==> src/rtl/hub75_monitor_pkg.sv <==
// hub75_monitor_pkg
//   Shared types, error-bit indices and width helpers for the HUB75 scan
//   monitor. The helpers are constant functions so they can size ports and
//   counters from the module parameters.
package hub75_monitor_pkg;

    typedef enum logic {
        S_SYNC = 1'b0,
        S_RUN  = 1'b1
    } state_t;

    // Bit positions inside the sticky err vector
    localparam int ERR_SHIFT   = 0;
    localparam int ERR_ROWSEQ  = 1;
    localparam int ERR_OELATCH = 2;
    localparam int ERR_STALL   = 3;
    localparam int ERR_W       = 4;

    // Ceiling log2, returns 0 for v <= 1
    function automatic int clog2_f(input int v);
        int r;
        int x;
        r = 0;
        x = v - 1;
        while (x > 0) begin
            r = r + 1;
            x = x >> 1;
        end
        return r;
    endfunction

    // Pixel counter needs headroom above PIXEL_WIDTH so an over-long row is
    // still distinguishable from a correct one before saturating.
    function automatic int pix_cnt_w(input int pixel_width);
        return clog2_f(pixel_width) + 2;
    endfunction

    function automatic int idle_cnt_w(input int stall_timeout);
        return clog2_f(stall_timeout) + 1;
    endfunction

endpackage

==> src/rtl/hub75_edge_sampler.sv <==
// hub75_edge_sampler
//   Registers N asynchronous-to-nothing (already clk_in synchronous) bus bits
//   twice and produces a one-cycle rising-edge pulse per bit.
// Ports
//   clk_in  in   1  sampling clock
//   reset   in   1  asynchronous, active-high
//   d_i     in   N  raw bus bits
//   s_o     out  N  first-stage sample
//   rise_o  out  N  s & ~p, high for the cycle a bit is first seen high
module hub75_edge_sampler #(
    parameter int N = 1
) (
    input  logic         clk_in,
    input  logic         reset,
    input  logic [N-1:0] d_i,
    output logic [N-1:0] s_o,
    output logic [N-1:0] rise_o
);

    logic [N-1:0] s_q;
    logic [N-1:0] p_q;

    always_ff @(posedge clk_in or posedge reset) begin
        if (reset) begin
            s_q <= '0;
            p_q <= '0;
        end else begin
            s_q <= d_i;
            p_q <= s_q;
        end
    end

    assign s_o    = s_q;
    assign rise_o = s_q & ~p_q;

endmodule

==> src/rtl/hub75_scan_monitor.sv <==
// hub75_scan_monitor
//   Receive-side monitor for a HUB75 scan bus. Rebuilds the row/frame
//   sequence, measures shift edges and OE-on cycles per row and raises
//   sticky protocol errors.
// Ports
//   clk_in            in   1    system clock, bus is synchronous to it
//   reset             in   1    asynchronous, active-high
//   clk_pixel         in   1    HUB75 shift clock
//   row_latch         in   1    HUB75 latch
//   output_enable     in   1    HUB75 OE (polarity by OE_ACTIVE_LOW)
//   row_address       in   4    HUB75 A..D
//   err_clear         in   1    pulse, clears err
//   latch_strobe      out  1    pulse when a row result is published
//   last_row          out  4    row address at latest latch
//   last_pixel_count  out  CW   shift edges in latest row (saturating)
//   last_on_cycles    out  ONW  OE-active cycles in latest row (saturating)
//   frame_count       out  16   row wraps to 0
//   synced            out  1    first latch seen and no stall since
//   err               out  4    sticky errors, see ERR_* in the package
module hub75_scan_monitor
    import hub75_monitor_pkg::*;
#(
    parameter int  PIXEL_WIDTH      = 64,
    parameter int  PIXEL_HALFHEIGHT = 16,
    parameter bit  OE_ACTIVE_LOW    = 1'b1,
    parameter int  STALL_TIMEOUT    = 2**20,
    parameter int  ON_CYCLES_WIDTH  = 24,
    localparam int CW               = pix_cnt_w(PIXEL_WIDTH)
) (
    input  logic                       clk_in,
    input  logic                       reset,
    input  logic                       clk_pixel,
    input  logic                       row_latch,
    input  logic                       output_enable,
    input  logic [3:0]                 row_address,
    input  logic                       err_clear,
    output logic                       latch_strobe,
    output logic [3:0]                 last_row,
    output logic [CW-1:0]              last_pixel_count,
    output logic [ON_CYCLES_WIDTH-1:0] last_on_cycles,
    output logic [15:0]                frame_count,
    output logic                       synced,
    output logic [ERR_W-1:0]           err
);

    localparam int              IW        = idle_cnt_w(STALL_TIMEOUT);
    localparam logic [IW-1:0]   IDLE_LAST = IW'(STALL_TIMEOUT - 1);
    localparam logic [CW-1:0]   PIX_EXP   = CW'(PIXEL_WIDTH);
    localparam logic [3:0]      ROW_LAST  = 4'(PIXEL_HALFHEIGHT - 1);

    // ------------------------------------------------------------------
    // Input stage
    // ------------------------------------------------------------------
    logic [2:0] bus_s;
    logic [2:0] bus_rise;
    logic [3:0] row_s_q;

    hub75_edge_sampler #(.N(3)) u_sampler (
        .clk_in (clk_in),
        .reset  (reset),
        .d_i    ({clk_pixel, row_latch, output_enable}),
        .s_o    (bus_s),
        .rise_o (bus_rise)
    );

    // Row address is only ever looked at on a latch edge, one stage suffices
    always_ff @(posedge clk_in or posedge reset) begin
        if (reset) row_s_q <= '0;
        else       row_s_q <= row_address;
    end

    logic pix_rise;
    logic latch_rise;
    logic latch_s;
    logic oe_s;
    logic oe_act;

    assign pix_rise   = bus_rise[2];
    assign latch_rise = bus_rise[1];
    assign latch_s    = bus_s[1];
    assign oe_s       = bus_s[0];
    assign oe_act     = OE_ACTIVE_LOW ? ~oe_s : oe_s;

    // Level of clk_pixel and the OE edge are not needed by the monitor
    logic unused_bus;
    assign unused_bus = ^{bus_s[2], bus_rise[0]};

    // ------------------------------------------------------------------
    // State
    // ------------------------------------------------------------------
    state_t                     state_q,     state_d;
    logic [CW-1:0]              pix_cnt_q,   pix_cnt_d;
    logic [ON_CYCLES_WIDTH-1:0] on_cnt_q,    on_cnt_d;
    logic [IW-1:0]              idle_cnt_q,  idle_cnt_d;
    logic [3:0]                 last_row_q,  last_row_d;
    logic [CW-1:0]              last_pix_q,  last_pix_d;
    logic [ON_CYCLES_WIDTH-1:0] last_on_q,   last_on_d;
    logic [15:0]                frame_q,     frame_d;
    logic                       synced_q,    synced_d;
    logic                       strobe_q,    strobe_d;
    logic [ERR_W-1:0]           err_q,       err_d;
    logic [ERR_W-1:0]           new_err;
    logic [3:0]                 row_next;

    always_ff @(posedge clk_in or posedge reset) begin
        if (reset) begin
            state_q    <= S_SYNC;
            pix_cnt_q  <= '0;
            on_cnt_q   <= '0;
            idle_cnt_q <= '0;
            last_row_q <= '0;
            last_pix_q <= '0;
            last_on_q  <= '0;
            frame_q    <= '0;
            synced_q   <= 1'b0;
            strobe_q   <= 1'b0;
            err_q      <= '0;
        end else begin
            state_q    <= state_d;
            pix_cnt_q  <= pix_cnt_d;
            on_cnt_q   <= on_cnt_d;
            idle_cnt_q <= idle_cnt_d;
            last_row_q <= last_row_d;
            last_pix_q <= last_pix_d;
            last_on_q  <= last_on_d;
            frame_q    <= frame_d;
            synced_q   <= synced_d;
            strobe_q   <= strobe_d;
            err_q      <= err_d;
        end
    end

    assign row_next = (last_row_q == ROW_LAST) ? 4'd0 : last_row_q + 4'd1;

    always_comb begin
        state_d    = state_q;
        pix_cnt_d  = pix_cnt_q;
        on_cnt_d   = on_cnt_q;
        idle_cnt_d = idle_cnt_q;
        last_row_d = last_row_q;
        last_pix_d = last_pix_q;
        last_on_d  = last_on_q;
        frame_d    = frame_q;
        synced_d   = synced_q;
        strobe_d   = 1'b0;
        new_err    = '0;

        // OE must be dark while the latch is high, regardless of sync state
        if (latch_s && oe_act) new_err[ERR_OELATCH] = 1'b1;

        case (state_q)
            S_SYNC: begin
                pix_cnt_d  = '0;
                on_cnt_d   = '0;
                idle_cnt_d = '0;
                if (latch_rise) begin
                    state_d    = S_RUN;
                    synced_d   = 1'b1;
                    last_row_d = row_s_q;
                    // a shift edge coincident with the latch opens the new row
                    pix_cnt_d  = CW'(pix_rise);
                end
            end

            S_RUN: begin
                if (latch_rise) begin
                    last_pix_d = pix_cnt_q;
                    last_on_d  = on_cnt_q;
                    last_row_d = row_s_q;
                    strobe_d   = 1'b1;
                    pix_cnt_d  = CW'(pix_rise);
                    on_cnt_d   = '0;
                    idle_cnt_d = '0;
                    if (pix_cnt_q != PIX_EXP) new_err[ERR_SHIFT]  = 1'b1;
                    if (row_s_q != row_next)  new_err[ERR_ROWSEQ] = 1'b1;
                    if (row_s_q == 4'd0 && last_row_q == ROW_LAST)
                        frame_d = frame_q + 16'd1;
                end else if (idle_cnt_q == IDLE_LAST) begin
                    state_d    = S_SYNC;
                    synced_d   = 1'b0;
                    pix_cnt_d  = '0;
                    on_cnt_d   = '0;
                    idle_cnt_d = '0;
                    new_err[ERR_STALL] = 1'b1;
                end else begin
                    if (pix_rise && pix_cnt_q != '1)
                        pix_cnt_d = pix_cnt_q + CW'(1);
                    if (oe_act && on_cnt_q != '1)
                        on_cnt_d = on_cnt_q + ON_CYCLES_WIDTH'(1);
                    idle_cnt_d = idle_cnt_q + IW'(1);
                end
            end
        endcase

        // An error arriving with the clear pulse survives the clear
        err_d = (err_clear ? '0 : err_q) | new_err;
    end

    assign latch_strobe     = strobe_q;
    assign last_row         = last_row_q;
    assign last_pixel_count = last_pix_q;
    assign last_on_cycles   = last_on_q;
    assign frame_count      = frame_q;
    assign synced           = synced_q;
    assign err              = err_q;

endmodule

==> config.mk <==
export PLATFORM = sky130hd
export DESIGN_NAME = hub75_scan_monitor
export DESIGN_NICKNAME = d
export VERILOG_FILES = /design/src/rtl/hub75_monitor_pkg.sv /design/src/rtl/hub75_edge_sampler.sv /design/src/rtl/hub75_scan_monitor.sv
export SDC_FILE = /design/constraint.sdc
export NUM_CORES = 1
export LEC_CHECK = 0
export CAP_MARGIN = 10
export CORE_ASPECT_RATIO = 0.7
export CORE_MARGIN = 2
export CORE_UTILIZATION = 60
export CTS_BUF_LIST = sky130_fd_sc_hd__clkbuf_16
export CTS_CLUSTER_DIAMETER = 60
export CTS_CLUSTER_SIZE = 16
export DETAILED_ROUTE_END_ITERATION = 16
export PLACE_DENSITY = 0.85
export SLEW_MARGIN = 15
export SYNTH_ARGS = -nofsm -noshare
export SYNTH_HDL_FRONTEND = slang
export SYNTH_SLANG_ARGS = --single-unit
==> constraint.sdc <==
create_clock -name clk_in -period 6.9 [get_ports clk_in]
set_input_delay 1.725 -clock clk_in [delete_from_list [all_inputs] [get_ports clk_in]]
set_output_delay 1.725 -clock clk_in [all_outputs]
set_load 0.01 [all_outputs]
Yosys cells after proc, flatten, opt, wreduce, memory -nomap -nowiden
Cells that the tools add are included.
{"block": "word_totals", "regBits": 122, "latchBits": 0, "ramBits": 0, "mem_bits_ro": 0, "in_bits": 10, "out_inout_bits": 58, "word_cells": 75, "mem_count": 0}
{"block": "classes", "addsub": 5, "multipliers": 0, "n_div": 0, "n_lt_le_gt_ge": 0, "n_eq_ne": 11, "shifts": 0, "n_mux": 32, "bitwise_logic": 5, "reduce_logical": 8}
{"cell": "$mux 24", "n": 3}
{"cell": "$pmux 24 s2", "n": 1}
{"cell": "$mux 21", "n": 2}
{"cell": "$pmux 21 s2", "n": 1}
{"cell": "$add 24x1->24 const B", "n": 1}
{"cell": "$mux 8", "n": 3}
{"cell": "$ne 24x24->1 const B", "n": 1}
{"cell": "$add 21x1->21 const B", "n": 1}
{"cell": "$eq 21x20->1 const B", "n": 1}
{"cell": "$add 16x1->16 const B", "n": 1}
{"cell": "$pmux 8 s2", "n": 1}
{"cell": "$mux 1", "n": 14}
{"cell": "$mux 4", "n": 3}
{"cell": "$add 8x1->8 const B", "n": 1}
{"cell": "$ne 4x2->1 const B", "n": 2}
{"cell": "$ne 8x7->1 const B", "n": 1}
{"cell": "$ne 8x8->1 const B", "n": 1}
{"cell": "$reduce_and 3->1", "n": 2}
{"cell": "$add 4x1->4 const B", "n": 1}
{"cell": "$eq 4x4->1 const B", "n": 1}
{"cell": "$logic_and 1x1->1", "n": 4}
{"cell": "$logic_not 4->1", "n": 1}
{"cell": "$mux 2", "n": 2}
{"cell": "$ne 2x2->1 const B", "n": 2}
{"cell": "8 further kinds", "n": 10}

Longest topological paths before layout
{"block": "logic_depth", "ltp_word": 7, "depth_mapped": 8, "depth_no_buf": 8}

Modules after synthesis
Synthesis repeated with hierarchy kept, for this count alone.
{"block": "unflattened", "hier_cells": 488, "area_unflattened_um2": 5490.3}
{"module": "hub75_scan_monitor", "n_inst": 1, "cells_per_inst": 478, "area_each_um2": 5295.1, "seq_area_each_um2": 2902.8}
{"module": "hub75_edge_sampler", "n_inst": 1, "cells_per_inst": 10, "area_each_um2": 195.2, "seq_area_each_um2": 150.1}

Worst setup path before layout
OpenSTA, ideal clock, no wires.
{"block": "synth_path", "kind": "input -> register", "startpoint": "input err_clear", "endpoint": "register err_q[1], in the netlist err[1]", "setup_time_ns": 0.137, "arrival_time_ns": 2.084, "t_required_ns": 6.763, "slack_ns": 4.679, "stages": 4, "n_path_buf": 0, "path_cell_list": "nand2b_1 nand3_1 nor3_1 a21oi_1"}
{"block": "synth_between", "elab_chain_cells": 2}
{"element": "start, declared", "line": "hub75_scan_monitor.sv:36", "rtl": "input logic err_clear,"}
{"element": "$mux 4", "line": "hub75_scan_monitor.sv:196", "rtl": "err_d = (err_clear ? '0 : err_q) | new_err;"}
{"element": "$or 4x4->4", "line": "hub75_scan_monitor.sv:196"}
{"element": "via err_d[1]", "line": "hub75_scan_monitor.sv:101", "rtl": "logic [ERR_W-1:0] err_q, err_d;"}
{"element": "end signal, assigned", "line": "hub75_scan_monitor.sv:129", "rtl": "err_q <= err_d;"}
{"element": "end, declared", "line": "hub75_scan_monitor.sv:101"}
The timed path passes the listed nets, and every way through them passes these cells.
A chain may end at the register's enable or synchronous reset.

Final worst setup path
{"block": "layout_path", "startpoint": "register last_row_q[1], in the netlist last_row[1]", "endpoint": "output last_row[1]"}
{"element": "start, declared", "line": "hub75_scan_monitor.sv:95", "rtl": "logic [3:0] last_row_q, last_row_d;"}
{"element": "start signal, assigned", "line": "hub75_scan_monitor.sv:123", "rtl": "last_row_q <= last_row_d;"}
{"element": "end, declared", "line": "hub75_scan_monitor.sv:38", "rtl": "output logic [3:0] last_row,"}
No word-level cell between the ends.

==> metrics.md <==
| Metric | Value |
|---|---|
| DRC viols | `0` |
| Antenna viol nets, final | `0` |
| Share of post-route cells with drive strength above 1 | `8.29%` |
| Final Hold Fails | `0` |
| Syn Nets | `556` |
| Cts-stage hold buffer count | `0` |
| Largest net degree at the start of global routing | `72` |
| Core Util, Final | `78.2%` |
| Setup bufs post-CTS | `0` |
| Setup-failing EPs final | `0` |
| F_max | `315 MHz` |
| First-pass GRT wire length | `20,400 um` |
| Gr usage total | `26.1%` |
| Ports | `68` |
| Bufs and invs on worst path | `1` |
| RSZ-0062 raised after global routing | `no` |
| Tcrit/Tclk final | `46.0%` |
| Most frequent cell after synthesis | `dfrtp_1` |
| PnR worst setup slack | `3730 ps` |
| Maximum VDD drop | `0.185 mV` |
| Final hold slack | `389 ps` |
| Cell Area, Synth | `5430 um2` |
| Mean post-synth cell area | `10.1 um2` |
| Non-Filler Instances | `747` |
| Die ar. | `9840 um2` |
| H-tree levels | `4` |
| Design Area, Final | `6740 um2` |
| CTS clk-pin slew, worst paths | `50 ps` |
| Fill cell count | `581` |
| Slowest cell on the critical path | `clkdlybuf4s50_1` |
| CTS max path bufs | `2` |
| Core Region | `8620 um2` |
| Root cell of the clock tree | `clkbuf_16` |
| Distinct cells, synth | `45` |
| WP data arrival | `1450 ps` |
| Max stage delay on crit path | `600 ps` |
| Post-synthesis sequential area ratio | `55.8%` |
| CP max FO | `5` |
| Post-synth EDFFs | `0` |
| Die X | `118 um` |
| Max_cap viols | `0` |
| Detailed-route via count | `4,255` |
| Status | `complete, no violations` |
| Drt first pass iters | `5` |
| Placed Cells | `716` |
| Layout area overhead | `24.2%` |
| Worst min path class | `reg2reg` |
| Final Total Pwr | `1.76 mW` |
| Synth Instances | `540` |
| CP startpoint kind | `flop` |
| Number of synthesis warnings | `0` |
| Antenna diode count | `0` |
| Vias in the first global route | `4,150` |
| Crit end category | `output pin` |
| Flops & latches, synth | `121` |
| Worst Path Required | `5180 ps` |
| Clk Latency, worst-skew pair | `420 ps` |
| Num CTS Buffers | `17` |
| Die Height | `83.6 um` |
| Crit path cell chain | `clkdlybuf4s50_1` |
| Area after DPL | `6210 um2` |
| Worst slew margin | `43.7%` |
| Synth top area cells | `dfrtp_1, nand2_1, xnor2_1` |
| Setup TNS | `0 ps` |
| Yosys top cell area share | `55.8%` |
| Area leader, netlist | `dfrtp_1` |
| Clk sinks | `121` |
| Min cycle time layout | `3170 ps` |
| DP Worst Slack | `3390 ps` |
| Layout net count | `631` |
| Routed len/inst | `16.2 um` |
| GPL Wtd Cong | `0.850` |
| Crit Path Class | `reg2out` |
| Total gr overflow | `0` |
| Pleak | `3.07 nW` |
| Cts repair resizes | `0` |
| HPWL Detailed | `7890 um` |
| Initial core utilization | `63.0%` |
| Initial antenna violation count | `0` |
| Synth Flop Type | `dfrtp_1` |
| Synth async-reset ratio | `100%` |
| Detailed Route WL | `12,100 um` |
| Commonest cells in the netlist | `dfrtp_1, nand2_1, nor2_1, xnor2_1, xor2_1` |
| Crit path max-delay family | `buffers and inverters` |
| TritonCTS clock tree | `built` |
| Slew @ Worst Pin | `843 ps` |
| I/O Buffers | `67` |
| Row count | `28` |
| Drt via density | `5.70` |
| Iter 0 DRT Violations | `379` |
| Setup Skew | `13.4 ps` |
| PwrDens | `261 nW/um2` |
| Final slew viol count | `0` |
==> power by group <==
group | leakage, nW | internal, mW | switching, mW
combinational | 1.17 | 0.0769 | 0.0883
sequential | 1.63 | 0.750 | 0.0469
clock | 0.265 | 0.486 | 0.309
==> cells by family (layout without fill, tap and decap cells) <==
logic type	Yosys count	count (layout)	synth area share (%)
AO/OA/AOI/OAI	45	45	5.05
XOR/XNOR	58	58	9.36
adder cells (fa/ha/maj)	6	6	1.38
buffers and inverters	28	115	2.19
flip-flops	121	121	55.8
multiplexers	8	8	1.59
AND/OR/NAND/NOR	274	274	24.6
==> final cells by class <==
class	instances	area (um2)	area share, %
timing repair buffer	70	693	10.3
clock inverter	14	110	1.63
inverter	14	55.1	0.816
multi-input combinational	391	2280	33.8
clock buffer	17	425	6.31
sequential	121	3030	44.9
tap	120	150	2.23
==> placed cells by master (no fill, tap or decap), types with 3 or more instances in the layout <==
cell / n
xnor2_1: 31
buf_4: 3
and4_1: 6
nand2b_1: 3
nand2_1: 113
nor2b_1: 3
clkinv_2: 7
and3_1: 6
nor2_1: 64
ha_1: 6
xor2_1: 27
nor4_1: 5
clkinv_4: 3
dfrtp_1: 121
inv_1: 12
mux2_2: 5
mux2i_1: 3
o22ai_1: 3
o21ai_0: 9
nand3_1: 24
nor3_1: 5
or3_1: 4
nand4_1: 19
clkdlybuf4s50_1: 67
o31ai_1: 5
clkbuf_16: 17
a21oi_1: 16
or4_1: 7
o2111ai_1: 3
==> path summary, 6_finish.rpt <==
check | endpoint | depth (start not counted) | startpoint | slack, ps
max | last_row[1] | 1 | last_row[1] | 3730
min | u_sampler.p_q[1] | 0 | u_sampler.s_o[1] | 390
max reg2reg | idle_cnt_q[7] | 7 | idle_cnt_q[0] | 4200
min reg2reg | u_sampler.p_q[1] | 0 | u_sampler.s_o[1] | 390
max in group asynchronous | idle_cnt_q[4] | 3 | reset | 3920
min in group asynchronous | last_on_cycles[2] | 2 | reset | 1860
==> worst reg2reg max path: cells and delay by family (launching register included) <==
family / cells / cell delay [ps]
and+or+nand+nor: 5 / 1560
buffers and inverters: 1 / 440
DFF: 1 / 390
adders and majority gates: 1 / 200
==> state kept, by name (all words and copies together), names as in the netlist, 3 cells and up <==
signal            flops
pix_cnt_q             8
err                   4
row_s_q               4
on_cnt_q             24
last_row              4
frame_count          16
last_on_cycles       24
u_sampler.s_o         3
last_pixel_count      8
idle_cnt_q           21
==> per-layer routing <==
metal / global-route usage, % / vias up / wire (um)
li1: - / 1981 / -
met1: 35.9 / 2135 / 5430
met2: 41.2 / 131 / 5900
met3: 6.76 / 8 / 668
met4: 8.00 / 0 / 104
met5: 0 / - / 0
No activity file was read; power rests on OpenSTA's default activity.
